`src/rtl/router_pkg.sv`:
```
// rtl/router_pkg.sv - shared widths, channel indices and select decode for result_router
package router_pkg;

    localparam int DATA_W    = 24;
    localparam int N_OUT     = 4;
    localparam int SEL_W     = 2;
    localparam int BUF_DEPTH = 2;

    // Consumer assignment of each output channel
    localparam logic [SEL_W-1:0] CH_WB    = 2'd0;
    localparam logic [SEL_W-1:0] CH_STORE = 2'd1;
    localparam logic [SEL_W-1:0] CH_BR    = 2'd2;
    localparam logic [SEL_W-1:0] CH_DBG   = 2'd3;

    // One-hot decode of a channel select
    function automatic logic [N_OUT-1:0] sel_onehot(input logic [SEL_W-1:0] sel);
        logic [N_OUT-1:0] oh;
        oh      = '0;
        oh[sel] = 1'b1;
        return oh;
    endfunction

endpackage

```
`src/rtl/route_fifo2.sv`:
```
// rtl/route_fifo2.sv - two-entry synchronous FIFO used as one router output channel
module route_fifo2
    import router_pkg::*;
(
    input  logic              clk,
    input  logic              reset,
    input  logic              flush,
    input  logic              push,
    input  logic [DATA_W-1:0] wdata,
    input  logic              pop,
    output logic              full,
    output logic              empty,
    output logic [DATA_W-1:0] rdata
);

    logic [DATA_W-1:0] mem [BUF_DEPTH];
    logic              wptr;
    logic              rptr;
    logic [1:0]        cnt;
    logic              push_ok;
    logic              pop_ok;

    assign full    = (cnt == 2'd2);
    assign empty   = (cnt == 2'd0);
    assign push_ok = push && !full;
    assign pop_ok  = pop && !empty;

    // Head is read straight from storage; entries are never cleared on pop
    assign rdata = mem[rptr];

    // Pointer/count bookkeeping; with one entry held, push+pop moves the head onto the new word
    always_ff @(posedge clk) begin
        if (reset) begin
            cnt  <= 2'd0;
            wptr <= 1'b0;
            rptr <= 1'b0;
            for (int i = 0; i < BUF_DEPTH; i++) begin
                mem[i] <= '0;
            end
        end else if (flush) begin
            cnt  <= 2'd0;
            wptr <= 1'b0;
            rptr <= 1'b0;
        end else begin
            if (push_ok) begin
                mem[wptr] <= wdata;
                wptr      <= ~wptr;
            end
            if (pop_ok) begin
                rptr <= ~rptr;
            end
            case ({push_ok, pop_ok})
                2'b10:   cnt <= cnt + 2'd1;
                2'b01:   cnt <= cnt - 2'd1;
                default: cnt <= cnt;
            endcase
        end
    end

endmodule

```
`src/rtl/result_router.sv`:
```
// rtl/result_router.sv - 1-to-4 result router with a two-entry buffer per consumer
module result_router
    import router_pkg::*;
(
    input  logic                    clk,
    input  logic                    reset,
    input  logic                    flush,
    input  logic                    in_valid,
    output logic                    in_ready,
    input  logic [SEL_W-1:0]        in_sel,
    input  logic [DATA_W-1:0]       in_data,
    output logic [N_OUT-1:0]        out_valid,
    input  logic [N_OUT-1:0]        out_ready,
    output logic [N_OUT*DATA_W-1:0] out_data,
    output logic                    busy
);

    logic [N_OUT-1:0] full;
    logic [N_OUT-1:0] empty;
    logic [N_OUT-1:0] push;
    logic [N_OUT-1:0] pop;
    logic             accept;

    // Readiness depends only on the selected channel's fill level, never on consumers
    assign in_ready = !reset && !flush && !full[in_sel];
    assign accept   = in_valid && in_ready;
    assign push     = sel_onehot(in_sel) & {N_OUT{accept}};

    // Consumers are ignored while a flush squashes the buffers
    assign pop = out_ready & out_valid & {N_OUT{!flush}};

    assign out_valid = ~empty;
    assign busy      = |out_valid;

    for (genvar k = 0; k < N_OUT; k++) begin : g_ch
        route_fifo2 u_fifo (
            .clk   (clk),
            .reset (reset),
            .flush (flush),
            .push  (push[k]),
            .wdata (in_data),
            .pop   (pop[k]),
            .full  (full[k]),
            .empty (empty[k]),
            .rdata (out_data[k*DATA_W +: DATA_W])
        );
    end

endmodule
```
`config.mk`:
```
export PLATFORM = sky130hd
export DESIGN_NAME = result_router
export DESIGN_NICKNAME = d
export VERILOG_FILES = /design/src/rtl/router_pkg.sv /design/src/rtl/route_fifo2.sv /design/src/rtl/result_router.sv
export SDC_FILE = /design/constraint.sdc
export NUM_CORES = 1
export LEC_CHECK = 0
export BUFFER_PORTS_ARGS = -buffer_cell sky130_fd_sc_hd__buf_2
export CORE_UTILIZATION = 55
export DETAILED_ROUTE_END_ITERATION = 8
export HOLD_SLACK_MARGIN = 0.05
export PLACE_DENSITY = 0.88
export SYNTH_ARGS = -nofsm -noshare
export SYNTH_HDL_FRONTEND = slang
export SYNTH_SLANG_ARGS = --single-unit
```
`constraint.sdc`:
```
create_clock -name clk -period 2.18 [get_ports clk]
set_input_delay 0 -clock clk [delete_from_list [all_inputs] [get_ports clk]]
set_output_delay 0 -clock clk [all_outputs]
set_load 0.01 [all_outputs]
```
# Word level (Yosys, flattened, before mapping)
# Memory sizes are Yosys's and may differ from the RTL's. A register that Yosys moved wholly into a read port is not among the register bits.
# Cells that the tools add are included.
dict set report totals {
  out_inout_bits 102
  ff_bits 16
  mem_count 4
  ram_bits 192
  inputBits 34
}
dict set report classes {
  addsub 8
  reduce_logical 37
  n_eq_ne 12
  order_cmp 2
  mux 46
  bitwise 12
}
# name words word_bits read_ports rd_clocked_by_memory_dff write_ports line_no
set mem_list {}
lappend mem_list {{g_ch[0].u_fifo.mem} 2 24 1 1 2 route_fifo2.sv:16} ;# logic [DATA_W-1:0] mem [BUF_DEPTH];
lappend mem_list {{g_ch[1].u_fifo.mem} 2 24 1 1 2 route_fifo2.sv:16}
lappend mem_list {{g_ch[2].u_fifo.mem} 2 24 1 1 2 route_fifo2.sv:16}
lappend mem_list {{g_ch[3].u_fifo.mem} 2 24 1 1 2 route_fifo2.sv:16}
# cell count
set ops {}
lappend ops {{2-to-1 mux 24 bit} 4}
lappend ops {{OR reduction 24 bit} 4}
lappend ops {{2-to-1 mux 1 bit} 36}
lappend ops {{equality test 2 bit, second input constant} 8}
lappend ops {{case mux 2 bit (2 select lines)} 4}
lappend ops {{AND 4 bit} 3}
lappend ops {{logical AND 1 bit} 12}
lappend ops {{logical NOT 1 bit} 11}
lappend ops {{adder 2 x 1 -> 2 bit, second input constant} 4}
lappend ops {{equality test 2 x 1 -> 1 bit, second input constant} 4}
lappend ops {{logical NOT 2 bit} 4}
lappend ops {{inverter 1 bit} 8}
lappend ops {{nonzero test 2 bit} 4}
lappend ops {{subtractor 2 x 1 -> 2 bit, second input constant} 4}
lappend ops {{inverter 4 bit} 1}
lappend ops {{OR reduction 4 bit} 1}
lappend ops {{< comparator 2 x 3 -> 1 bit, second input constant} 1}
lappend ops {{binary-select mux 1 bit (select 2 bit)} 1}
lappend ops {{demux 1 bit (select 2 bit)} 1}
lappend ops {{>= comparator 2 x 1 -> 1 bit, second input constant} 1}
lappend ops {{OR reduction 2 bit} 1}

# Depth between registers and ports, before layout
dict set report logic_depth {
  ltp_word 14
  mapped_depth 7
}

# Hierarchy
# Synthesis repeated with hierarchy kept, for this count alone.
dict set report unflattened {
  cells_unflattened 645
  area_unflattened_um2 9557.9
}
# module seq_area_each_um2 cells_each instances area_each_um2
set modules_own_cells {}
lappend modules_own_cells {route_fifo2 1541.5 157 4 2356.0}
lappend modules_own_cells {result_router 0.0 17 1 133.9}

# Worst setup path after synthesis
# Ideal clock, no wire load.
dict set report synth_timing {
  path_type {in2reg}
  startpoint {input flush}
  endpoint {register g_ch[0].u_fifo.cnt[1]}
  t_arrival_ns 1.857
  setup_slack_ns 0.253
  stages 6
  required_ns 2.110
  setup_time_ns 0.070
  path_cell_list {buf_6 -> or4b_4 -> or3_1 -> ha_1 -> or3_1 -> a21oi_1}
}
dict set report synth_via {
  elab_chain_cells 8
  elab_cells_between_ends 13
  classes_between {eq/ne: 2; mux: 1; bitwise: 2; reduce/logical: 8}
}
# element line_no
set synth_lines {}
lappend synth_lines {{start, declared} result_router.sv:7} ;# input logic flush,
lappend synth_lines {{logical NOT 1 bit} {result_router.sv:25, result_router.sv:30}}
lappend synth_lines {{logical AND 1 bit (2 in series)} result_router.sv:25} ;# assign in_ready = !reset && !flush && !full[in_sel];
lappend synth_lines {{logical AND 1 bit} result_router.sv:26} ;# assign accept = in_valid && in_ready;
lappend synth_lines {{AND 4 bit} result_router.sv:27} ;# assign push = sel_onehot(in_sel) & {N_OUT{accept}};
lappend synth_lines {{logical AND 1 bit} route_fifo2.sv:25} ;# assign push_ok = push && !full;
lappend synth_lines {{equality test 2 x 1 -> 1 bit / equality test 2 bit (equally long branches)} route_fifo2.sv:52} ;# case ({push_ok, pop_ok})
lappend synth_lines {{case mux 2 bit (2 select lines) / nonzero test 2 bit (equally long branches)} n/a}
lappend synth_lines {{end signal, assigned} route_fifo2.sv:53} ;# 2'b10: cnt <= cnt + 2'd1;
lappend synth_lines {{end signal, assigned} route_fifo2.sv:54} ;# 2'b01: cnt <= cnt - 2'd1;
lappend synth_lines {{end signal, assigned} route_fifo2.sv:55} ;# default: cnt <= cnt;
lappend synth_lines {{end, declared} route_fifo2.sv:19} ;# logic [1:0] cnt;
# Parallel ways exist; a longest one is shown, timed or not.
# A chain may end at the register's enable or synchronous reset.

# Worst setup path after layout
dict set report layout_timing {
  startpoint {input in_sel[0]}
  endpoint {register g_ch[0].u_fifo.cnt[1]}
}
dict set report layout_via {
  elab_chain_cells 9
  elab_cells_between_ends 16
  classes_between {order compare: 2; eq/ne: 2; mux: 5; bitwise: 1; reduce/logical: 6}
}
# element line_no
set layout_lines {}
lappend layout_lines {{start, declared} result_router.sv:10} ;# input logic [SEL_W-1:0] in_sel,
lappend layout_lines {{parallel branches: the longest is 5 deep, another holds < comparator 2 x 3 -> 1 bit} n/a}
lappend layout_lines {{AND 4 bit (*)} result_router.sv:27}
lappend layout_lines {{logical AND 1 bit (*)} route_fifo2.sv:25}
lappend layout_lines {{equality test 2 x 1 -> 1 bit / equality test 2 bit (equally long branches)} route_fifo2.sv:52}
lappend layout_lines {{case mux 2 bit (2 select lines) / nonzero test 2 bit (equally long branches)} n/a}
# Every way passes the cells marked *. The select of a mux whose other input is x is not followed.

==> impl_metrics.json <==
{
  "fin_area_mm2": 0.0114,
  "yosys-top-cells-area": "edfxtp_1, and2_1, mux2_2",
  "tightest_slew_ps": 714,
  "synth.distinct_cells": 35,
  "synthTopCellsByCount": "and2_1, edfxtp_1, mux2_2",
  "power_density_mw_per_mm2": 784,
  "r2r_slack_ps": 220,
  "rows": 47,
  "die_x_um": 132,
  "period_share_pct": 96.3,
  "reg2reg_depth": 5,
  "cts_buffer_depth": 3,
  "slew_violations": 0,
  "min_path_type": "in -> reg",
  "cts_tree": "yes",
  "io_pins": 136,
  "critPathKind": "in -> reg",
  "fp.dieH_um": 132,
  "ff_latch_area_mm2": 0.00617,
  "antenna_cells": 0,
  "finalWorstPathRequiredPeriod_ps": 2100,
  "finalSetupTns_ps": 0,
  "synth_top_area_share_pct": 61.9,
  "antenna_found_initial": 0,
  "final_cells": 1043,
  "cts_made_buffers": 22,
  "fin_worst_skew_ps": 18.7,
  "maxSlewHeadroom_pct": 52.4,
  "avgRoutedWirePerCell_um": 21.1,
  "syn_area_per_cell_um2": 14.8,
  "clock-sinks": 212,
  "placed_area_mm2": 0.0103,
  "clk_latency_ps": 510,
  "cts-root-buf": "clkbuf_16",
  "drive_gt1_share_pct": 37.1,
  "synth-seq-cells": 212,
  "synthArstFlopShare_pct": 0,
  "grt_pass1_wl_um": 33600,
  "cts_resized": 0,
  "worstPathArrival_ps": 2530,
  "dp.final_hpwl_um": 13400,
  "critPathCapture": "g_ch[0].u_fifo.cnt[1]$_SDFFE_PP0P_",
  "path_max_fanout": 8,
  "firstDrtPassIters": 5,
  "grt_max_degree": 25,
  "start_kind": "input pin",
  "drt_iter0_markers": 628,
  "whs_ps": 418,
  "status": "completed",
  "rsz0062_at_grt": "false",
  "finalWirelength_um": 22000,
  "clk_pin_slew_ps": 60,
  "vdd_drop_max_mv": 0.666,
  "synth.cell_area_mm2": 0.00932,
  "r2r_end": "g_ch[0].u_fifo.cnt[1]$_SDFFE_PP0P_",
  "syn_to_final_growth_pct": 22.1,
  "ctsHtreeMaxLevel": 1,
  "gp_congestion": 0.883,
  "grt_pass1_vias": 5891,
  "fillers": 1073,
  "max-cap-violations": 0,
  "final_hold_viol_count": 0,
  "required_ps": 2610,
  "leakagePower_uw": 0.00460,
  "grt-ovfl-total": 0,
  "syn_nets": 668,
  "multiInputGateArea_mm2": 0.00301,
  "r2r_start": "g_ch[0].u_fifo.cnt[1]$_SDFFE_PP0P_",
  "cp-startpoint": "in_sel[0]",
  "start_util_pct": 56.2,
  "dpl.cell_count": 970,
  "nets": 845,
  "synth-edff-count": 192,
  "die_area_mm2": 0.0175,
  "ys_seq_area_share_pct": 66.2,
  "max_freq_mhz": 476,
  "yosys.area.top_type": "edfxtp_1",
  "grt_usage_pct": 25.6,
  "via_per_inst": 5.60,
  "post_cts_buffers": 0,
  "ant_nets": 0,
  "core-area_mm2": 0.0166,
  "ys.flop_type": "edfxtp_1",
  "portBuffers": 135,
  "drc": 0,
  "netlist_instances": 630,
  "setup_violations": 0,
  "endpoint_kind": "register",
  "vias": 5837,
  "ys_warn_count": 0
}
worst max-delay path: stages:
cell	delay (ps)
dlygate4sd3_1	530
buf_2	160
or4b_4	540
or3_1	420
ha_1	350
or3_1	360
a21oi_1	170
repair_timing:
item                                    4_1_cts  5_1_grt
hold endpoints to repair                    202        0
endpoints found under the setup margin        0        0
hold buffers                                 33        0
worst min path at each step:
stage	start	endpoint	depth (start not counted)
after floorplan	in_sel[0]	in_ready	1
after global placement	in_sel[0]	in_ready	3
after detailed placement	in_sel[0]	in_ready	3
after CTS	in_data[2]	g_ch[0].u_fifo.mem[1][2]$_SDFFCE_PN0P_	3
after global routing	in_data[2]	g_ch[3].u_fifo.mem[0][2]$_SDFFCE_PN0P_	3
final	in_data[2]	g_ch[0].u_fifo.mem[1][2]$_SDFFCE_PN0P_	3
kinds of logic (layout without fill, tap and decap cells):
group / Yosys count / count (layout) / synth area share (%)
multiplexers: 100 / 100 / 12.0
AO/OA/AOI/OAI: 13 / 13 / 0.739
XOR/XNOR: 12 / 12 / 1.13
adder cells (fa/ha/maj): 4 / 4 / 0.537
buffers and inverters: 34 / 227 / 1.67
flip-flops: 212 / 212 / 66.2
AND/OR/NAND/NOR: 255 / 255 / 17.7
power by group:
part           switching [uW]  internal (uW)
combinational             308            213
sequential               45.3           4560
clock                    1540           2250
flip-flops by register name, summed over array words and instances, names as in the netlist, named ones only:
name and count:
g_ch.u_fifo.wptr 4, g_ch.u_fifo.rptr 4, g_ch.u_fifo.cnt 8, g_ch.u_fifo.mem 192
layout make-up:
type | instances | area share, %
clock inverter | 10 | 1.04
inverter | 1 | 0.0330
tap | 220 | 2.42
multi-input combinational | 384 | 26.5
clock buffer | 30 | 5.46
sequential | 212 | 54.2
timing repair buffer | 186 | 10.4
routing by layer:
layer	wire length [um]	up-vias	global-route usage [%]
li1	-	2602	-
met1	8900	2939	33.9
met2	11000	256	42.9
met3	1590	40	3.77
met4	512	0	9.63
met5	0	-	0
stage by stage:
step	setup WS [ps]	total power (uW)	util, %
floorplan	253	4900	-
global placement	216	5130	62.1
detailed placement	141	5160	62.1
CTS	104	8920	68.6
global route	32.5	9140	68.6
finish	80.7	8920	68.6
placed cells by master, fill, tap and decap left out, drive strengths merged, types with 6 or more instances in the layout:
cell type,instances
nor2,17
clkbuf,30
clkinv,6
and2,192
dlygate4sd3,33
or2,13
mux2,96
dfxtp,20
or3,6
edfxtp,192
xor2,8
o21ai,8
buf,153
Note: power is estimated with default switching activity, not from simulation.
